--- config.mk ---
export PLATFORM = sky130hd
export DESIGN_NAME = snake_dir_ctrl
export DESIGN_NICKNAME = d
export VERILOG_FILES = /design/src/rtl/snake_dir_ctrl.sv
export SDC_FILE = /design/constraint.sdc
export NUM_CORES = 1
export LEC_CHECK = 0
export CORE_MARGIN = 2
export CORE_UTILIZATION = 55
export DETAILED_ROUTE_END_ITERATION = 10
export HOLD_SLACK_MARGIN = 0.08
export PLACE_DENSITY_LB_ADDON = 0.08
export SLEW_MARGIN = 20
export SYNTH_ARGS = -nofsm -noshare
export SYNTH_HDL_FRONTEND = slang
export SYNTH_SLANG_ARGS = --single-unit
--- constraint.sdc ---
create_clock -name clk -period 2.62 [get_ports clk]
set_input_delay 0.393 -clock clk [delete_from_list [all_inputs] [get_ports clk]]
set_output_delay 0.393 -clock clk [all_outputs]
set_load 0.005 [all_outputs]
--- src/rtl/snake_dir_ctrl.sv ---
// Direction controller: synchronises and debounces the IR direction, queues legal turns
// and applies one per step. Define SNAKE_DIR_STATS_EN to add rej_count/last_rej outputs.
module snake_dir_ctrl #(
   parameter int         SYNC_STAGES   = 2,
   parameter int         STABLE_CYCLES = 1024,
   parameter int         QUEUE_DEPTH   = 2,
   parameter logic [1:0] INIT_DIR      = 2'd3
) (
   input  logic       clk,
   input  logic       reset_n,
   input  logic [1:0] ir_dir,
   input  logic       step,
   input  logic       game_rst,
   output logic [1:0] cur_dir,
   output logic       dir_changed,
`ifdef SNAKE_DIR_STATS_EN
   output logic [7:0] rej_count,
   output logic [1:0] last_rej,
`endif
   output logic       queue_full
);

   localparam int CNT_W = $clog2(STABLE_CYCLES + 1);
   localparam int AW    = $clog2(QUEUE_DEPTH);
   localparam int PW    = AW + 1;
   localparam logic [CNT_W-1:0] CNT_SAT = CNT_W'(STABLE_CYCLES);
   localparam logic [CNT_W-1:0] CNT_ARM = CNT_W'(STABLE_CYCLES - 2);

   logic [1:0]       sync_r [SYNC_STAGES];
   logic [1:0]       sync_out_s;
   logic [1:0]       cand_r;
   logic [CNT_W-1:0] cnt_r;
   logic             accept_s;

   logic [1:0]       mem_r [QUEUE_DEPTH];
   logic [PW-1:0]    wr_ptr_r;
   logic [PW-1:0]    rd_ptr_r;
   logic [AW-1:0]    tail_idx_s;
   logic             empty_s;
   logic             full_s;
   logic [1:0]       ref_s;
   logic             same_s;
   logic             opp_s;
   logic             push_s;
   logic             pop_s;
   logic             rej_s;
   logic [1:0]       cur_dir_r;
   logic             dir_changed_r;

   assign sync_out_s = sync_r[SYNC_STAGES-1];

   // Synchroniser chain for the asynchronous IR direction bits.
   always_ff @(posedge clk or negedge reset_n) begin
      if (!reset_n) begin
         for (int i = 0; i < SYNC_STAGES; i++) sync_r[i] <= 2'd0;
      end else begin
         sync_r[0] <= ir_dir;
         for (int i = 1; i < SYNC_STAGES; i++) sync_r[i] <= sync_r[i-1];
      end
   end

   // Stability filter: a saturated counter means the candidate was already consumed.
   always_ff @(posedge clk or negedge reset_n) begin
      if (!reset_n) begin
         cand_r <= 2'd0;
         cnt_r  <= CNT_SAT;
      end else if (game_rst) begin
         cand_r <= sync_out_s;
         cnt_r  <= CNT_SAT;
      end else if (sync_out_s != cand_r) begin
         cand_r <= sync_out_s;
         cnt_r  <= CNT_W'(0);
      end else if (cnt_r != CNT_SAT) begin
         cnt_r  <= cnt_r + CNT_W'(1);
      end else begin
         cnt_r  <= cnt_r;
      end
   end

   assign accept_s   = !game_rst && (sync_out_s == cand_r) && (cnt_r == CNT_ARM);
   assign empty_s    = (wr_ptr_r == rd_ptr_r);
   assign full_s     = (wr_ptr_r[AW] != rd_ptr_r[AW]) && (wr_ptr_r[AW-1:0] == rd_ptr_r[AW-1:0]);
   assign tail_idx_s = wr_ptr_r[AW-1:0] - AW'(1);
   assign queue_full = full_s;

   // Turn legality against the most recent heading (queued tail or applied one).
   always_comb begin
      ref_s  = cur_dir_r;
      same_s = 1'b0;
      opp_s  = 1'b0;
      push_s = 1'b0;
      rej_s  = 1'b0;
      pop_s  = 1'b0;
      if (!empty_s) begin
         ref_s = mem_r[tail_idx_s];
      end else begin
         ref_s = cur_dir_r;
      end
      same_s = (cand_r == ref_s);
      opp_s  = (cand_r[1] == ref_s[1]) && (cand_r[0] != ref_s[0]);
      if (accept_s && !same_s) begin
         push_s = !opp_s && !full_s;
         rej_s  = opp_s || full_s;
      end else begin
         push_s = 1'b0;
         rej_s  = 1'b0;
      end
      pop_s = step && !empty_s && !game_rst;
   end

   // Turn FIFO and applied heading; a same-cycle push never bypasses to cur_dir.
   always_ff @(posedge clk or negedge reset_n) begin
      if (!reset_n) begin
         for (int i = 0; i < QUEUE_DEPTH; i++) mem_r[i] <= 2'd0;
         wr_ptr_r      <= PW'(0);
         rd_ptr_r      <= PW'(0);
         cur_dir_r     <= INIT_DIR;
         dir_changed_r <= 1'b0;
      end else if (game_rst) begin
         wr_ptr_r      <= PW'(0);
         rd_ptr_r      <= PW'(0);
         cur_dir_r     <= INIT_DIR;
         dir_changed_r <= 1'b0;
      end else begin
         if (push_s) begin
            mem_r[wr_ptr_r[AW-1:0]] <= cand_r;
            wr_ptr_r                <= wr_ptr_r + PW'(1);
         end
         if (pop_s) begin
            cur_dir_r <= mem_r[rd_ptr_r[AW-1:0]];
            rd_ptr_r  <= rd_ptr_r + PW'(1);
         end
         dir_changed_r <= pop_s;
      end
   end

   assign cur_dir     = cur_dir_r;
   assign dir_changed = dir_changed_r;

`ifdef SNAKE_DIR_STATS_EN
   logic [7:0] rej_count_r;
   logic [1:0] last_rej_r;

   // Rejection statistics, saturating at 255.
   always_ff @(posedge clk or negedge reset_n) begin
      if (!reset_n) begin
         rej_count_r <= 8'd0;
         last_rej_r  <= 2'd0;
      end else if (game_rst) begin
         rej_count_r <= 8'd0;
         last_rej_r  <= 2'd0;
      end else if (rej_s) begin
         rej_count_r <= (rej_count_r == 8'd255) ? rej_count_r : rej_count_r + 8'd1;
         last_rej_r  <= cand_r;
      end else begin
         rej_count_r <= rej_count_r;
         last_rej_r  <= last_rej_r;
      end
   end

   assign rej_count = rej_count_r;
   assign last_rej  = last_rej_r;
`endif

endmodule

==> After elaboration in Yosys (flattened, before gate mapping) <==
Cells that the tools add are included.
{ "totals": {"regBits": 28, "latchBits": 0, "mem_bits_rw": 0, "mem_bits_ro": 0, "output_inout_bits": 4, "n_memories": 0} }
{ "op_classes": {"add_sub_neg": 4, "multipliers": 0, "div_mod_pow": 0, "order_cmp": 4, "n_eq_ne": 10, "n_shift": 0, "mux": 23, "bitwise_logic": 4, "n_reduce_logical": 19} }
{ "ops": {"columns": ["op", "count"], "rows": [
  ["2-to-1 mux 11 bit", 3],
  ["2-to-1 mux 2 bit", 16],
  ["adder 11 x 1 -> 11 bit (second input constant)", 1],
  ["equality test 11 x 10 -> 1 bit (second input constant)", 1],
  ["!= test 11 bit (second input constant)", 1],
  ["logical AND 1 bit", 9],
  ["equality test 2 bit", 3],
  ["greater-or-equal comparator 2 bit (second input constant)", 3],
  ["NOT 1 -> 2 bit", 3],
  ["nonzero test 2 bit", 3],
  ["zero test 1 bit", 5],
  ["adder 2 x 1 -> 2 bit (second input constant)", 2],
  ["bitwise mux 4 bit", 1],
  ["nonzero test 3 bit", 1],
  ["demux 2 bit (select 1 bit)", 1],
  ["equality test 1 bit", 2],
  ["< comparator 2 x 1 -> 1 bit (second input constant)", 1],
  ["2-to-1 mux 1 bit", 2],
  ["!= test 1 bit", 2],
  ["!= test 2 bit", 1],
  ["AND reduction 2 bit", 1],
  ["NOT 1 bit", 1],
  ["subtractor 1 bit (second input constant)", 1]
]} }

==> Logic depth before layout (Yosys ltp) <==
{ "logic_depth": {"depth_word": 13, "depth_mapped": 8} }

==> Worst setup path after synthesis <==
Ideal clock, no wire load.
{ "synth_timing": {"kind": "reg-to-reg", "from": "register cnt_r[4]", "to": "register mem_r[2] (netlist bit)", "setup_time_ps": 125, "arrival_ps": 1830, "setup_slack_ps": 665, "stages_incl_launch_ff": 7, "path_buffers": 0, "path_cell_list": "dfrtp_1 nand4_2 nor4_2 nand2_1 or3_1 or2_1 mux2_4"} }
{ "synth_between": {"elab_chain_cells": 5} }
{ "synth_rtl": {"columns": ["element", "line", "rtl"], "rows": [
  ["start: declaration", "32", "logic [CNT_W-1:0] cnt_r;"],
  ["start signal: assignment", "74", "cnt_r <= cnt_r + CNT_W'(1);"],
  ["start signal: assignment", "76", "cnt_r <= cnt_r;"],
  ["equality test 11 x 10 -> 1 bit", "80", "assign accept_s = !game_rst && (sync_out_s == cand_r) && (cnt_r == CNT_ARM);"],
  ["logical AND 1 bit", "80", null],
  ["logical AND 1 bit", "101", "if (accept_s && !same_s) begin"],
  ["2-to-1 mux 1 bit", "101", null],
  ["AND reduction 2 bit (no source line)", null, null],
  ["end signal: indexed assignment", "126", "mem_r[wr_ptr_r[AW-1:0]] <= cand_r;"],
  ["end: declaration", "35", "logic [1:0] mem_r [QUEUE_DEPTH];"]
]} }
No other way between the ends.
A chain may end at the register's enable or synchronous reset.

==> Final worst setup path <==
Same ends and word-level chain as after synthesis.

==> impl_results.md <==
* Status: finished, final reports clean
* Kind of critical path: flop to flop
* Total power at 0.688 mW
* Arrival @ worst endpoint at 2.39 ns
* Post-Syn Area at 1360 sq um
* Largest net degree at the start of global routing at 29
* Flops & latches, synth at 28
* Initial antenna violation count at 0
* Max Cap Viol at 0
* Area growth, synth to finish at 11.3%
* GR Overflow Total at 0
* Leak at 0.653 nW
* CTS tree: yes
* Full die area at 2880 sq um
* Register area at 704 sq um
* CTS Buffer Depth at 2
* Top Ports at 10
* Most common cell after layout, fill and taps aside: dfrtp_1
* Clock insertion delay at the later pin of the skew report at 0.32 ns
* Slew Limit Fails at 0
* Post-synth EDFFs at 0
* Via Count at 944
* Most frequent cells in the layout: dfrtp_1 (25), nor2_1 (22), nand2_1 (15)
* Hold buffer count at cts at 0
* Final hold vios at 0
* Ys flop type: dfrtp_1
* CP endpoint kind: flop
* Routed wire per std cell at 13.0 microns
* DRC at 0
* Drt via density at 5.39
* PwrDens at 455 nW/um^2
* Total core area at 2410 sq um
* Final setup violation count at 0
* Period minus WS final at 2.16 ns
* Worst hold path class: flop to flop
* Period utilization at 82.6%
* Area of the multi-input gates at 611 sq um
* Setup_tns at 0 ns
* Slew @ Worst Pin at 0.507 ns
* Synth Warn # at 0
* Achievable Freq at 462 MHz
* CTS resizes at 0
* H-tree lvl count at 1
* Fin nets at 155
* Startpoint Class: flop
* Rows at 18
* Pre-antenna DRT Iters at 4
* Worst vdd ir at 311 uV
* Antenna diodes at 0
* Post-Syn Nets at 144
* Synth cell types at 34
* Iteration-0 DRC Markers at 16
* Die W at 53.7 microns
* Final worst clock skew at 0.00227 ns
* Worst Path Required at 2.84 ns
* Layout cells sized above 1 at 8.97%
* Clock sink total at 28
* Synth async-reset ratio at 100%
* First-pass GRT wire length at 3.85 mm
* Die H at 53.7 microns
* Vias in the first global route at 878
* I/O Buffers at 9
* Routed wire length at 2.28 mm
* Post-CTS setup buffers at 0
* Initial core utilization at 56.4%
* Synth Instances at 135
* Sequential share of the synthesized area at 51.8%
* Final core utilization at 62.8%
* Crit path max fanout at 6
* Slew headroom at 66.0%
* Clk pin slew, worst setup/hold paths at 0.14 ns
* Number of fill cells in the layout at 194
* Root buf cell: clkbuf_4
* GPL Wtd Cong at 0.797
* Post-DP HPWL at 1.74 mm
* RSZ-0062 raised after global routing: no
* Post-DRT Antenna Nets at 0
* All-Layer GR Usage at 18.5%
* Fin Hold WS at 0.370 ns
* Synth Area per Inst at 10.1 sq um
* CTS buffer count at 3
synth_stat cells (2+ instances only):
cell | count | area share (%)
xnor2_1 | 6 | 3.9
dfrtp_1 | 25 | 46
nor3_1 | 3 | 1.1
dfstp_2 | 3 | 5.8
nand4_1 | 2 | 0.92
nor2_1 | 22 | 6.1
ha_1 | 3 | 2.8
buf_2 | 2 | 0.74
nor4_1 | 2 | 0.92
o21ai_0 | 3 | 1.1
a21oi_1 | 3 | 1.1
nand2b_1 | 2 | 0.92
nand3_1 | 2 | 0.74
mux2i_1 | 4 | 2.9
nor2b_1 | 2 | 0.92
inv_1 | 7 | 1.9
o211ai_1 | 2 | 1.1
xor2_1 | 11 | 7.1
clkbuf_1 | 2 | 0.55
nand2_1 | 15 | 4.1
power by group:
| group | internal (mW) | switching, mW |
|---|---|---|
| clock network | 0.0850 | 0.120 |
| registers | 0.440 | 0.00541 |
| logic | 0.0147 | 0.0231 |
logic make-up (layout without fill, tap and decap cells):
logic type      count (synthesis)  count (layout)  synth area share (%)
simple gates                   55              55                  19.1
xor+xnor                       17              17                  11.0
mux                             6               6                  4.88
flops                          28              28                  51.8
buf+inv                        11              21                  3.22
fa+ha+maj                       3               3                  2.76
compound gates                 15              15                  7.27
path summary, 6_finish.rpt:
| kind | start | end | slack [ns] | cells after the start |
|---|---|---|---|---|
| worst max register to register | cnt_r[4] | mem_r[2] | 0.46 | 6 |
| max in group asynchronous | reset_n | cnt_r[10] | 1.90 | 2 |
| min in group asynchronous | reset_n | cnt_r[2] | 0.42 | 2 |
| worst min-delay path | sync_r[3] | sync_out_s[1] | 0.37 | 0 |
| worst min register to register | sync_r[3] | sync_out_s[1] | 0.37 | 0 |
| worst max-delay path | cnt_r[4] | mem_r[2] | 0.46 | 6 |
through the flow:
stage | instances | setup slack, ns | instance area [sq um]
after floorplan | 135 | 0.665 | 1360
after global placement | 171 | 0.359 | 1480
after detailed placement | 171 | 0.324 | 1480
after CTS | 175 | 0.471 | 1510
after global routing | 175 | 0.318 | 1510
final | 175 | 0.457 | 1510
worst max-delay path: stages (launching register included):
cell	delay (ns)
dfrtp_1	0.49
nand4_2	0.18
nor4_2	0.37
nand2_1	0.10
or3_1	0.35
or2_1	0.27
mux2_4	0.30
sequential cells by signal (all words and copies together), names as in the netlist:
signal	count
cur_dir	2
sync_out_s	2
sync_r	2
cnt_r	11
cand_r	2
dir_changed	1
rd_ptr_r	2
wr_ptr_r	2
mem_r	4
layer usage:
metal	part of all wire (%)	GRT usage, %	up-vias
li1	-	-	471
met1	48	25.4	460
met2	48	28.9	11
met3	3.2	3.61	2
met4	0.57	7.26	0
met5	0	0	-
area by class of cell:
class	instances	area share [%]
multi-input combinational	96	40.4
tap	30	2.48
inverter	7	1.74
sequential	28	46.6
timing repair buffer	10	6.45
clock buffer	4	2.40
Note: power is estimated with default switching activity, not from simulation.
